$ cat config.mk
export PLATFORM = sky130hd
export DESIGN_NAME = dmem_arbiter
export DESIGN_NICKNAME = d
export VERILOG_FILES = /design/src/rtl/dmem_arbiter.sv
export SDC_FILE = /design/constraint.sdc
export NUM_CORES = 1
export LEC_CHECK = 0
export ABC_AREA = 1
export CAP_MARGIN = 20
export CORE_ASPECT_RATIO = 1.25
export CORE_UTILIZATION = 35
export CTS_CLUSTER_DIAMETER = 30
export DETAILED_ROUTE_END_ITERATION = 10
export GPL_TIMING_DRIVEN = 0
export PLACE_DENSITY = 0.86
export REMOVE_ABC_BUFFERS = 1
export SYNTH_ARGS = -nofsm -noshare
export SYNTH_HDL_FRONTEND = slang
export SYNTH_SLANG_ARGS = --single-unit
$ cat constraint.sdc
create_clock -name clk -period 1.9 [get_ports clk]
set_input_delay 0.38 -clock clk [delete_from_list [all_inputs] [get_ports clk]]
set_output_delay 0.38 -clock clk [all_outputs]
set_load 0.02 [all_outputs]
$ cat src/rtl/dmem_arbiter.sv
// Two-requester arbiter for a single-port data SRAM.
// Round-robin grant between m0 (CPU) and m1 (debug/DMA). The SRAM strobes
// are registered, so an access accepted in cycle T is strobed in T+1. Read
// data from the SRAM appears one cycle after the strobe, in T+2. Optional
// write-to-read turnaround: when TURN is set, a read may not be granted in
// the cycle that directly follows a write acceptance.
module dmem_arbiter #(
    parameter int AW   = 7,
    parameter int DW   = 32,
    parameter int TURN = 1
) (
    input  logic          clk,
    input  logic          rst_n,

    // requester 0 (CPU)
    input  logic          m0_req,
    input  logic          m0_we,
    input  logic [AW-1:0] m0_addr,
    input  logic [DW-1:0] m0_wdata,
    output logic          m0_gnt,
    output logic          m0_rvalid,
    output logic [DW-1:0] m0_rdata,

    // requester 1 (debug/DMA)
    input  logic          m1_req,
    input  logic          m1_we,
    input  logic [AW-1:0] m1_addr,
    input  logic [DW-1:0] m1_wdata,
    output logic          m1_gnt,
    output logic          m1_rvalid,
    output logic [DW-1:0] m1_rdata,

    // SRAM port, all control active-low
    output logic          CEN,
    output logic          WEN,
    output logic          OEN,
    output logic [AW-1:0] A,
    output logic [DW-1:0] D,
    input  logic [DW-1:0] Q
);

    // S_IDLE : nothing was accepted in the previous cycle
    // S_ACC  : a read, or a write with no turnaround, was accepted last cycle
    // S_TRN  : a write was accepted last cycle and turnaround is enabled;
    //          this is the cycle in which a selected read is held off
    typedef enum logic [1:0] {
        S_IDLE = 2'd0,
        S_ACC  = 2'd1,
        S_TRN  = 2'd2
    } state_e;

    localparam bit TURN_EN = (TURN != 0);

    state_e        state_q, state_d;
    logic          ptr_q, ptr_d;        // favoured requester when both ask
    logic          cen_q, cen_d;
    logic          wen_q, wen_d;
    logic          oen_q, oen_d;
    logic [AW-1:0] a_q, a_d;
    logic [DW-1:0] d_q, d_d;

    // read-owner pipeline: stage 1 lines up with the strobe cycle,
    // stage 2 with the cycle in which Q carries the data
    logic          rd1_v_q, rd1_v_d;
    logic          rd1_id_q, rd1_id_d;
    logic          rd2_v_q, rd2_v_d;
    logic          rd2_id_q, rd2_id_d;

    // arbitration outcome for the current cycle
    logic          sel_v;
    logic          sel_id;
    logic          sel_we;
    logic [AW-1:0] sel_addr;
    logic [DW-1:0] sel_wdata;
    logic          block;
    logic          acc;

    // Pick a candidate: the pointer decides a tie, a sole requester wins outright.
    always_comb begin
        sel_v     = m0_req | m1_req;
        sel_id    = (m0_req & m1_req) ? ptr_q : ~m0_req;
        sel_we    = sel_id ? m1_we    : m0_we;
        sel_addr  = sel_id ? m1_addr  : m0_addr;
        sel_wdata = sel_id ? m1_wdata : m0_wdata;
        // a read directly behind a write is held off for one cycle; the
        // pointer is not moved, so the same read wins the following cycle
        block     = (state_q == S_TRN) && !sel_we;
        acc       = rst_n && sel_v && !block;
    end

    // State register (synchronous reset).
    always_ff @(posedge clk) begin
        if (!rst_n) begin
            state_q <= S_IDLE;
        end else begin
            state_q <= state_d;
        end
    end

    // Next state: every acceptance re-enters ACC, or TRN for a write with turnaround.
    always_comb begin
        state_d = S_IDLE;
        if (acc) begin
            state_d = (sel_we && TURN_EN) ? S_TRN : S_ACC;
        end
    end

    // Grant outputs: at most one, and only for the requester that was accepted.
    always_comb begin
        m0_gnt = acc & ~sel_id;
        m1_gnt = acc &  sel_id;
    end

    // Next values of the pointer, SRAM strobes and read-owner pipeline.
    always_comb begin
        ptr_d    = ptr_q;
        cen_d    = 1'b1;
        wen_d    = 1'b1;
        oen_d    = 1'b1;
        a_d      = a_q;
        d_d      = d_q;
        rd1_v_d  = 1'b0;
        rd1_id_d = rd1_id_q;
        rd2_v_d  = rd1_v_q;
        rd2_id_d = rd1_id_q;
        if (acc) begin
            ptr_d = ~sel_id;
            cen_d = 1'b0;
            wen_d = ~sel_we;
            oen_d = sel_we;
            a_d   = sel_addr;
            if (sel_we) begin
                d_d = sel_wdata;
            end else begin
                rd1_v_d  = 1'b1;
                rd1_id_d = sel_id;
            end
        end
    end

    // Registered SRAM port, pointer and read-owner tags; reset cancels reads in flight.
    always_ff @(posedge clk) begin
        if (!rst_n) begin
            ptr_q    <= 1'b0;
            cen_q    <= 1'b1;
            wen_q    <= 1'b1;
            oen_q    <= 1'b1;
            a_q      <= '0;
            d_q      <= '0;
            rd1_v_q  <= 1'b0;
            rd1_id_q <= 1'b0;
            rd2_v_q  <= 1'b0;
            rd2_id_q <= 1'b0;
        end else begin
            ptr_q    <= ptr_d;
            cen_q    <= cen_d;
            wen_q    <= wen_d;
            oen_q    <= oen_d;
            a_q      <= a_d;
            d_q      <= d_d;
            rd1_v_q  <= rd1_v_d;
            rd1_id_q <= rd1_id_d;
            rd2_v_q  <= rd2_v_d;
            rd2_id_q <= rd2_id_d;
        end
    end

    // Drive the SRAM port and return read data to the owner of the access.
    always_comb begin
        CEN       = cen_q;
        WEN       = wen_q;
        OEN       = oen_q;
        A         = a_q;
        D         = d_q;
        m0_rvalid = rd2_v_q & ~rd2_id_q;
        m1_rvalid = rd2_v_q &  rd2_id_q;
        m0_rdata  = Q;
        m1_rdata  = Q;
    end

endmodule

; ---- Word-level counts from Yosys, hierarchy flattened
; Cells that the tools add are included.
[classes]
n_reduce_logical = 8
eq_ne = 1
n_mux = 7
n_bitwise = 10
[ops]
columns = operator, count
row1 = two-way mux 32 bit, 1
row2 = two-way mux 7 bit, 1
row3 = AND reduction 2 bit, 3
row4 = bitwise AND 1 bit, 5
row5 = two-way mux 1 bit, 4
row6 = inverter 1 bit, 4
row7 = logical AND 1 bit, 3
row8 = "== test 2 bit, second input constant", 1
row9 = logical NOT 1 bit, 2
row10 = two-way mux 2 bit, 1
row11 = OR 1 bit, 1
[totals]
regBits = 49
word_cells = 37
in_bits = 116
output_inout_bits = 110

; ---- Longest topological paths before layout
; Gate-level depths: netlist (run 1).
[logic_depth]
word_depth = 8
depth_mapped = 9
depth_no_buf = 9

; ---- Worst setup path after synthesis (run 1)
; Ideal clock, no wire load.
[synth_timing]
path_type = input -> output
start = input port m0_req
end = output port m0_gnt
path_stages = 6
arrival_ps = 1339
path_buffers = 2
path_slack_ps = 181
t_required_ps = 1520
path_cell_list = buf_4 -> nor2_1 -> nor2_2 -> buf_2 -> nand2_2 -> nor2_1
[synth_via]
elab_chain_len = 8
word_cells_on_any_way = 12
[synth_lines]
columns = item, line
row1 = "start, declared", 16  ; input logic m0_req,
row2 = bitwise AND 1 bit or inverter 1 bit (tied branches), 81  ; sel_id = (m0_req & m1_req) ? ptr_q : ~m0_req;
row3 = two-way mux 1 bit, 81
row4 = two-way mux 1 bit, 82  ; sel_we = sel_id ? m1_we : m0_we;
row5 = logical NOT 1 bit, 87  ; block = (state_q == S_TRN) && !sel_we;
row6 = logical AND 1 bit, 87
row7 = logical NOT 1 bit, 88  ; acc = rst_n && sel_v && !block;
row8 = logical AND 1 bit, 88
row9 = bitwise AND 1 bit *, 110  ; m0_gnt = acc & ~sel_id;
row10 = "end, declared", 20  ; output logic m0_gnt,
; Every way passes the cells marked *; elsewhere a longest branch is shown, timed or not.

; ---- Worst setup path in the final report (run 1)
[layout_timing]
start = register ptr_q
end = output port m0_gnt
[layout_via]
elab_chain_len = 7
word_cells_on_any_way = 8
[layout_lines]
columns = item, line
row1 = "start, declared", 55  ; logic ptr_q, ptr_d;
row2 = "start signal, assigned", 155  ; ptr_q <= ptr_d;
row3 = two-way mux 1 bit *, 81
row4 = two-way mux 1 bit, 82
row5 = logical NOT 1 bit, 87
row6 = logical AND 1 bit, 87
row7 = logical NOT 1 bit, 88
row8 = logical AND 1 bit, 88
row9 = bitwise AND 1 bit *, 110
; Marks and branches as above.

==> results of run 1 <==
[Yosys cell counts (all sizes together)]
cell type,count
clkbuf,11
a21oi,40
inv,10
dfxtp,48
nor2,6
buf,77
nand3,50
clkinv,1
nand2,162
[state kept, by name, indices dropped and copies added, names as in the netlist]
signal and flops:
D 32, ptr_q 1, A 7, WEN 1
rd2_id_q 1, rd2_v_q 1, CEN 1, state_q 2
rd1_id_q 1, OEN 1
[worst register-to-register path, delay by kind of cell, from the launching register on]
kind            cells  cell delay, ps
compound gates      1              70
buf+inv             1             200
flops               1             380
simple gates        6             800
[through the flow]
step                hold slack (ps)  area (um^2)  total power [mW]  cells
floorplan                       404         2120              1.37    317
global placement                412         3520              1.70    538
detailed placement              423         3550              1.72    539
CTS                             438         3830              2.66    557
global route                    343         3870              2.77    561
finish                          347         3870              2.65    561
[cell families after synthesis]
group	Yosys count	synth area share, %
buf+inv	99	23.9
compound gates	40	7.35
simple gates	218	33.5
flops	48	35.3
[path summary, 6_finish.rpt]
check	start	end	slack [ps]	cells after the start
max	ptr_q	m0_gnt	70	7
min	rst_n	rd2_v_q	350	3
max reg2reg	ptr_q	D[31]	340	8
min reg2reg	rd1_id_q	rd2_id_q	440	2
[power by group]
group / internal (mW) / switching (mW) / total (mW)
combinational: 0.340 / 0.332 / 0.672
sequential: 1.06 / 0.0290 / 1.09
clock: 0.530 / 0.355 / 0.885
[per-layer routing]
metal | GRT usage, % | vias up
li1 | - | 1341
met1 | 25.6 | 1237
met2 | 43.8 | 185
met3 | 17.8 | 33
met4 | 20.6 | 4
met5 | 4.67 | -
[placed cells by master, fill, tap and decap left out]
cell type	n
dfxtp_1	47
inv_1	9
nand2_1	156
nand3_4	1
nand2_2	2
nand3_1	48
nand3_2	1
clkdlybuf4s50_1	124
a21oi_1	40
bufinv_16	2
clkbuf_8	5
buf_2	3
dfxtp_4	1
nor2_4	1
buf_4	10
clkinvlp_4	1
buf_6	2
buf_16	1
inv_6	1
nand2_8	3
clkinv_8	1
nand2_4	5
nor2_1	5
[repair_timing]
action                                  in CTS  in global routing
cloned                                       4                  0
hold buffers                                 0                  0
pin swaps                                    3                  2
gates resized for setup                     30                  5
setup buffers                                6                  4
endpoints found under the setup margin      48                 33
[area by class of cell]
type / instances / area (um^2) / area share [%]
repair buffers: 140 / 1380 / 35.7
clock inverters: 3 / 68.8 / 1.78
clock buffers: 5 / 68.8 / 1.78
multi-input cells: 262 / 1210 / 31.3
flip-flops and latches: 48 / 965 / 24.9
well taps: 92 / 115 / 2.98
inverters: 11 / 57.6 / 1.49
==> qor.csv, run 1 <==
stage,metric,value,unit
run_status,result of the run,"finished, final reports clean",
global_route,largest net degree at the start of global routing,45,
critical_path,crit path DAT,1450,ps
routing,Antenna Nets Post-Route,0,
clocking,CTS tree,built,
layout,Nets,584,
critical_path,Setup crit end kind,primary output,
layout,Layout area overhead,42.0,%
yosys,"Distinct cells, synth",15,
critical_path,Critical path buffers and inverters,1,
floorplanning,Ports,226,
yosys,Synthesis Warnings,0,
sta,clock skew,6.99,ps
global_route,first-pass GRT wire length,15.9,mm
power_and_ir_drop,LEAKAGE,1.62,nW
critical_path,cell family with most CP delay,simple AND/OR/NAND/NOR gates,
critical_path,critical path's most frequent cell,nand2_8,
placed_design,dpl ws,-1760,ps
sta,final setup vio count,0,
floorplanning,core area,0.00744,mm^2
global_route,GR Util All Layers,28.0,%
routing,DR WL met2,5.01,mm
critical_path,Setup CP Type,reg -> out,
routing,WL final,11.4,mm
routing,# DRC,0,
global_route,vias in the first global route,2664,
floorplanning,Die W,80.9,um
clocking,clk sink count,48,
clocking,"Reg clk slew, reported paths",90,ps
clocking,clk_lat worst skew,300,ps
yosys,synth top area cells,"dfxtp_1 35%, nand2_1 21%, buf_4 18%, nand3_1 9.0%, a21oi_1 7.3%",
floorplanning,Die ar.,0.00815,mm^2
sta,final setup TNS,0,ps
sta,Final Hold Viols,0,
routing,vias,2800,
yosys,Yosys reg bits,48,
critical_path,CP required,1520,ps
sta,"Slew Viols, Final",0,
layout,Util after Layout,52.0,%
critical_path,startpoint types,flop,
routing,max layer used,met5,
power_and_ir_drop,power per cell area,684,mW/mm^2
yosys,"Avg Cell Area, Syn",6.73,um^2
critical_path,"slowest stage cell, crit path",dfxtp_4,
placed_design,port buffer count,129,
placed_design,dpl hpwl,8.26,mm
flow_run,MaxCap Viol Count,0,
floorplanning,Die Span Y,101,um
sta,Worst-Margin Slew,433,ps
layout,Ant. Diodes,0,
clocking,H-Tree Depth,2,
routing,Starting DRT DRC Count,93,
clocking,total CTS buffers,5,
critical_path,crit-path cells,nand2_8 > nand2_8 > nand2_2 > nand3_4 > nand2_4 > nor2_1 > buf_4,
routing,drt wl/cell,20.2,um
routing,first drt pass iteration count,6,
sta,max_slew headroom,71.1,%
global_route,total grt overflow,0,
floorplanning,FP Rows,35,
clocking,clk buf depth,2,
layout,fill cell total of the finished layout,745,
sta,Final Cycle Share,96.4,%
yosys,"Seq/Total Area, Yosys",35.3,%
sta,crit path time final,1830,ps
layout,share of layout cells above drive strength 1,8.53,%
sta,setup ws final,69.0,ps
critical_path,biggest cell delay along the critical path,380,ps
yosys,Syn Std Cell Area,0.00273,mm^2
global_route,antenna violations before repair,1,
min_path,Hold Path Class,in -> reg,
routing,vias per cell,4.99,
yosys,top-area cell type share of the netlist area,35.3,%
critical_path,crit path max fanout,11,
yosys,Syn Inst Count,405,
sta,unrepaired setup endpoints after global routing,false,
power_and_ir_drop,Peak VDD IR,0.501,mV
sta,Max Freq,546,MHz
routing,M1 WL,3.73,mm
floorplanning,Starting Density,36.6,%
routing,Met3 Wirelength,1.72,mm
clocking,CTS root buffer,clkbuf_8,
yosys,most area-hungry cell type in the Yosys netlist,dfxtp_1,
placed_design,gpl congestion,0.751,
(Power assumes the default switching activity.)
==> run 2, diff against run 1 <==
--- a/config.mk
+++ b/config.mk
@@ -7,12 +7,12 @@
 export LEC_CHECK = 0
 export ABC_AREA = 1
 export CAP_MARGIN = 20
-export CORE_ASPECT_RATIO = 1.25
-export CORE_UTILIZATION = 35
+export CORE_AREA = 2 2 89 91
 export CTS_CLUSTER_DIAMETER = 30
 export DETAILED_ROUTE_END_ITERATION = 10
+export DIE_AREA = 0 0 91 93
+export DONT_BUFFER_PORTS = 1
 export GPL_TIMING_DRIVEN = 0
-export PLACE_DENSITY = 0.86
 export REMOVE_ABC_BUFFERS = 1
 export SYNTH_ARGS = -nofsm -noshare
 export SYNTH_HDL_FRONTEND = slang
==> run 2 against run 1 <==
Effect of this change: hold slack got worse by 170 ps; critical path type unchanged; critical endpoint is now m1_gnt; first-iteration DRC count rose by 31%; core utilization down 18 points; die area up 3.9%; cell area shrank 35%; global-route usage shrank 5.5 points; non-clock buffer count down 134; register-to-register slack worse by 40 ps; clock skew is essentially flat; cell count down 22%; largest cell class is now multi-input gates.
==> qor.csv, run 2 (synthesis results as in run 1) <==
stage,metric,value,unit,change
layout,Util after Layout,33.5,%,-18 points
layout,Layout area overhead,-7.39,%,
routing,# DRC,0,,unchanged
global_route,first-pass GRT wire length,13.9,mm,-12%
floorplanning,FP Rows,32,,-8.6%
placed_design,dpl hpwl,6.89,mm,-17%
routing,WL final,9.82,mm,-14%
sta,unrepaired setup endpoints after global routing,false,,
routing,vias per cell,5.30,,+6.1%
routing,first drt pass iteration count,4,,-2
layout,"commonest non-fill, non-tap cell in the layout",nand2_1,,
layout,share of layout cells above drive strength 1,8.66,%,+0.13 points
critical_path,crit path DAT,1470,ps,+20 ps
clocking,CTS root buffer,clkbuf_8,,
clocking,CTS tree,built,,
sta,setup ws final,54.9,ps,-14.0 ps
placed_design,port buffer count,0,,-100%
power_and_ir_drop,power per cell area,827,mW/mm^2,+21%
sta,max_slew headroom,72.2,%,+1.1 points
layout,Largest register FFs,32,,unchanged
sta,Max Freq,542,MHz,-0.76%
placed_design,gpl congestion,0.843,,+12%
global_route,antenna violations before repair,0,,-1
global_route,vias in the first global route,2064,,-23%
global_route,total grt overflow,0,,unchanged
run_status,result of the run,"finished, final reports clean",,
critical_path,Setup CP Type,reg -> out,,
critical_path,Setup crit end kind,primary output,,
floorplanning,Starting Density,36.2,%,-0.40 points
critical_path,crit path max fanout,11,,unchanged
global_route,largest net degree at the start of global routing,45,,unchanged
layout,"commonest cells after routing, fill and taps aside","156 x nand2_1, 48 x nand3_1, 47 x dfxtp_1",,
sta,Worst-Margin Slew,417,ps,-16.8 ps
power_and_ir_drop,LEAKAGE,1.09,nW,-33%
routing,drt wl/cell,22.5,um,+11%
sta,crit path time final,1850,ps,+14.0 ps
floorplanning,Ports,226,,unchanged
placed_design,dpl ws,-1180,ps,+575 ps
floorplanning,Die Span Y,93,um,-7.6%
floorplanning,Die W,91,um,+12%
layout,Final Cell Area,0.00252,mm^2,-35%
min_path,Hold Path Class,in -> reg,,
critical_path,Reg2Reg Launch Point,ptr_q,,
sta,final setup vio count,0,,unchanged
sta,Final Cycle Share,97.1,%,+0.74 points
clocking,clk sink count,48,,unchanged
min_path,HP Start,rst_n,,
clocking,clk_lat worst skew,290,ps,about the same
routing,Starting DRT DRC Count,122,,+31%
sta,final setup TNS,0,ps,unchanged
floorplanning,core area,0.00753,mm^2,+1.1%
critical_path,Setup crit start,ptr_q,,
clocking,H-Tree Depth,2,,unchanged
floorplanning,Die ar.,0.00846,mm^2,+3.9%
critical_path,startpoint types,flop,,
sta,Final Hold Viols,0,,unchanged
clocking,"Reg clk slew, reported paths",90,ps,about the same
global_route,GR Util All Layers,22.5,%,-5.5 points
sta,"Slew Viols, Final",0,,unchanged
clocking,total CTS buffers,5,,unchanged
layout,Nets,450,,-23%
clocking,clk buf depth,2,,unchanged
placed_design,placed instance area,0.00227,mm^2,-36%
power_and_ir_drop,Peak VDD IR,0.260,mV,-48%
sta,clock skew,7.45,ps,+0.457 ps
critical_path,CP required,1520,ps,about the same
routing,vias,2315,,-17%
layout,Ant. Diodes,0,,unchanged
routing,Antenna Nets Post-Route,0,,unchanged
flow_run,MaxCap Viol Count,0,,unchanged
==> run 2: changes by cell type in the layout (fill, tap and decap cells not counted), sizes merged <==
| cell | delta |
|---|---|
| buf | -10 |
| clkbuf | +3 |
| clkinv | -1 |
| clkdlybuf4s50 | -124 |
| bufinv | -2 |
==> run 2: routing by layer <==
| metal | wire, um | vias up | global-route usage [%] |
|---|---|---|---|
| li1 | - | 1072 | - |
| met1 | 3480 | 1027 | 23.8 |
| met2 | 4190 | 200 | 33.2 |
| met3 | 1940 | 14 | 18.7 |
| met4 | 165 | 2 | 5.93 |
| met5 | 47 | - | 7.05 |
==> run 2: worst paths after layout <==
| kind | end | slack [ps] | cells after the start |
|---|---|---|---|
| setup / recovery | m1_gnt | 50 | 6 |
| hold / removal | rd2_v_q | 170 | 2 |
| setup reg to reg | D[9] | 300 | 7 |
| hold reg to reg | rd2_id_q | 430 | 2 |
==> run 2: stage by stage <==
step / total power [mW] / hold slack (ps) / std cells
3_3_place_gp: 1.43 / 413 / 419
6_report: 2.09 / 174 / 437
2_1_floorplan: 1.37 / 404 / 317
3_5_place_dp: 1.45 / 420 / 420
5_1_grt: 2.20 / 161 / 437
4_1_cts: 2.10 / 170 / 435
==> run 2: layout make-up <==
class	count	area, um^2
clock buffers	8	90.1
fillers	838	5000
inverters	11	52.6
multi-input cells	262	1210
flip-flops and latches	48	965
well taps	102	128
repair buffers	6	77.6
==> run 2: repair_timing <==
item / CTS / global route
cloned: 4 / 0
setup buffers: 3 / 2
resized for setup: 12 / 2
setup endpoints to repair: 48 / 33
pin swaps: 3 / 3
hold buffers: 0 / 0
==> run 2: where the power goes <==
group          leakage, nW  total, mW  switching [mW]  internal (mW)
clock               0.0455      0.617           0.320          0.297
combinational        0.653      0.316           0.202          0.113
sequential           0.393       1.15          0.0918           1.06
total                 1.09       2.09           0.614           1.47
==> run 2: critical path, stage by stage (launching register included) <==
cell,delay (ps)
dfxtp_4,380
nand2_8,120
nand2_8,100
nand2_2,80
nand3_4,160
nand3_1,140
inv_1,180
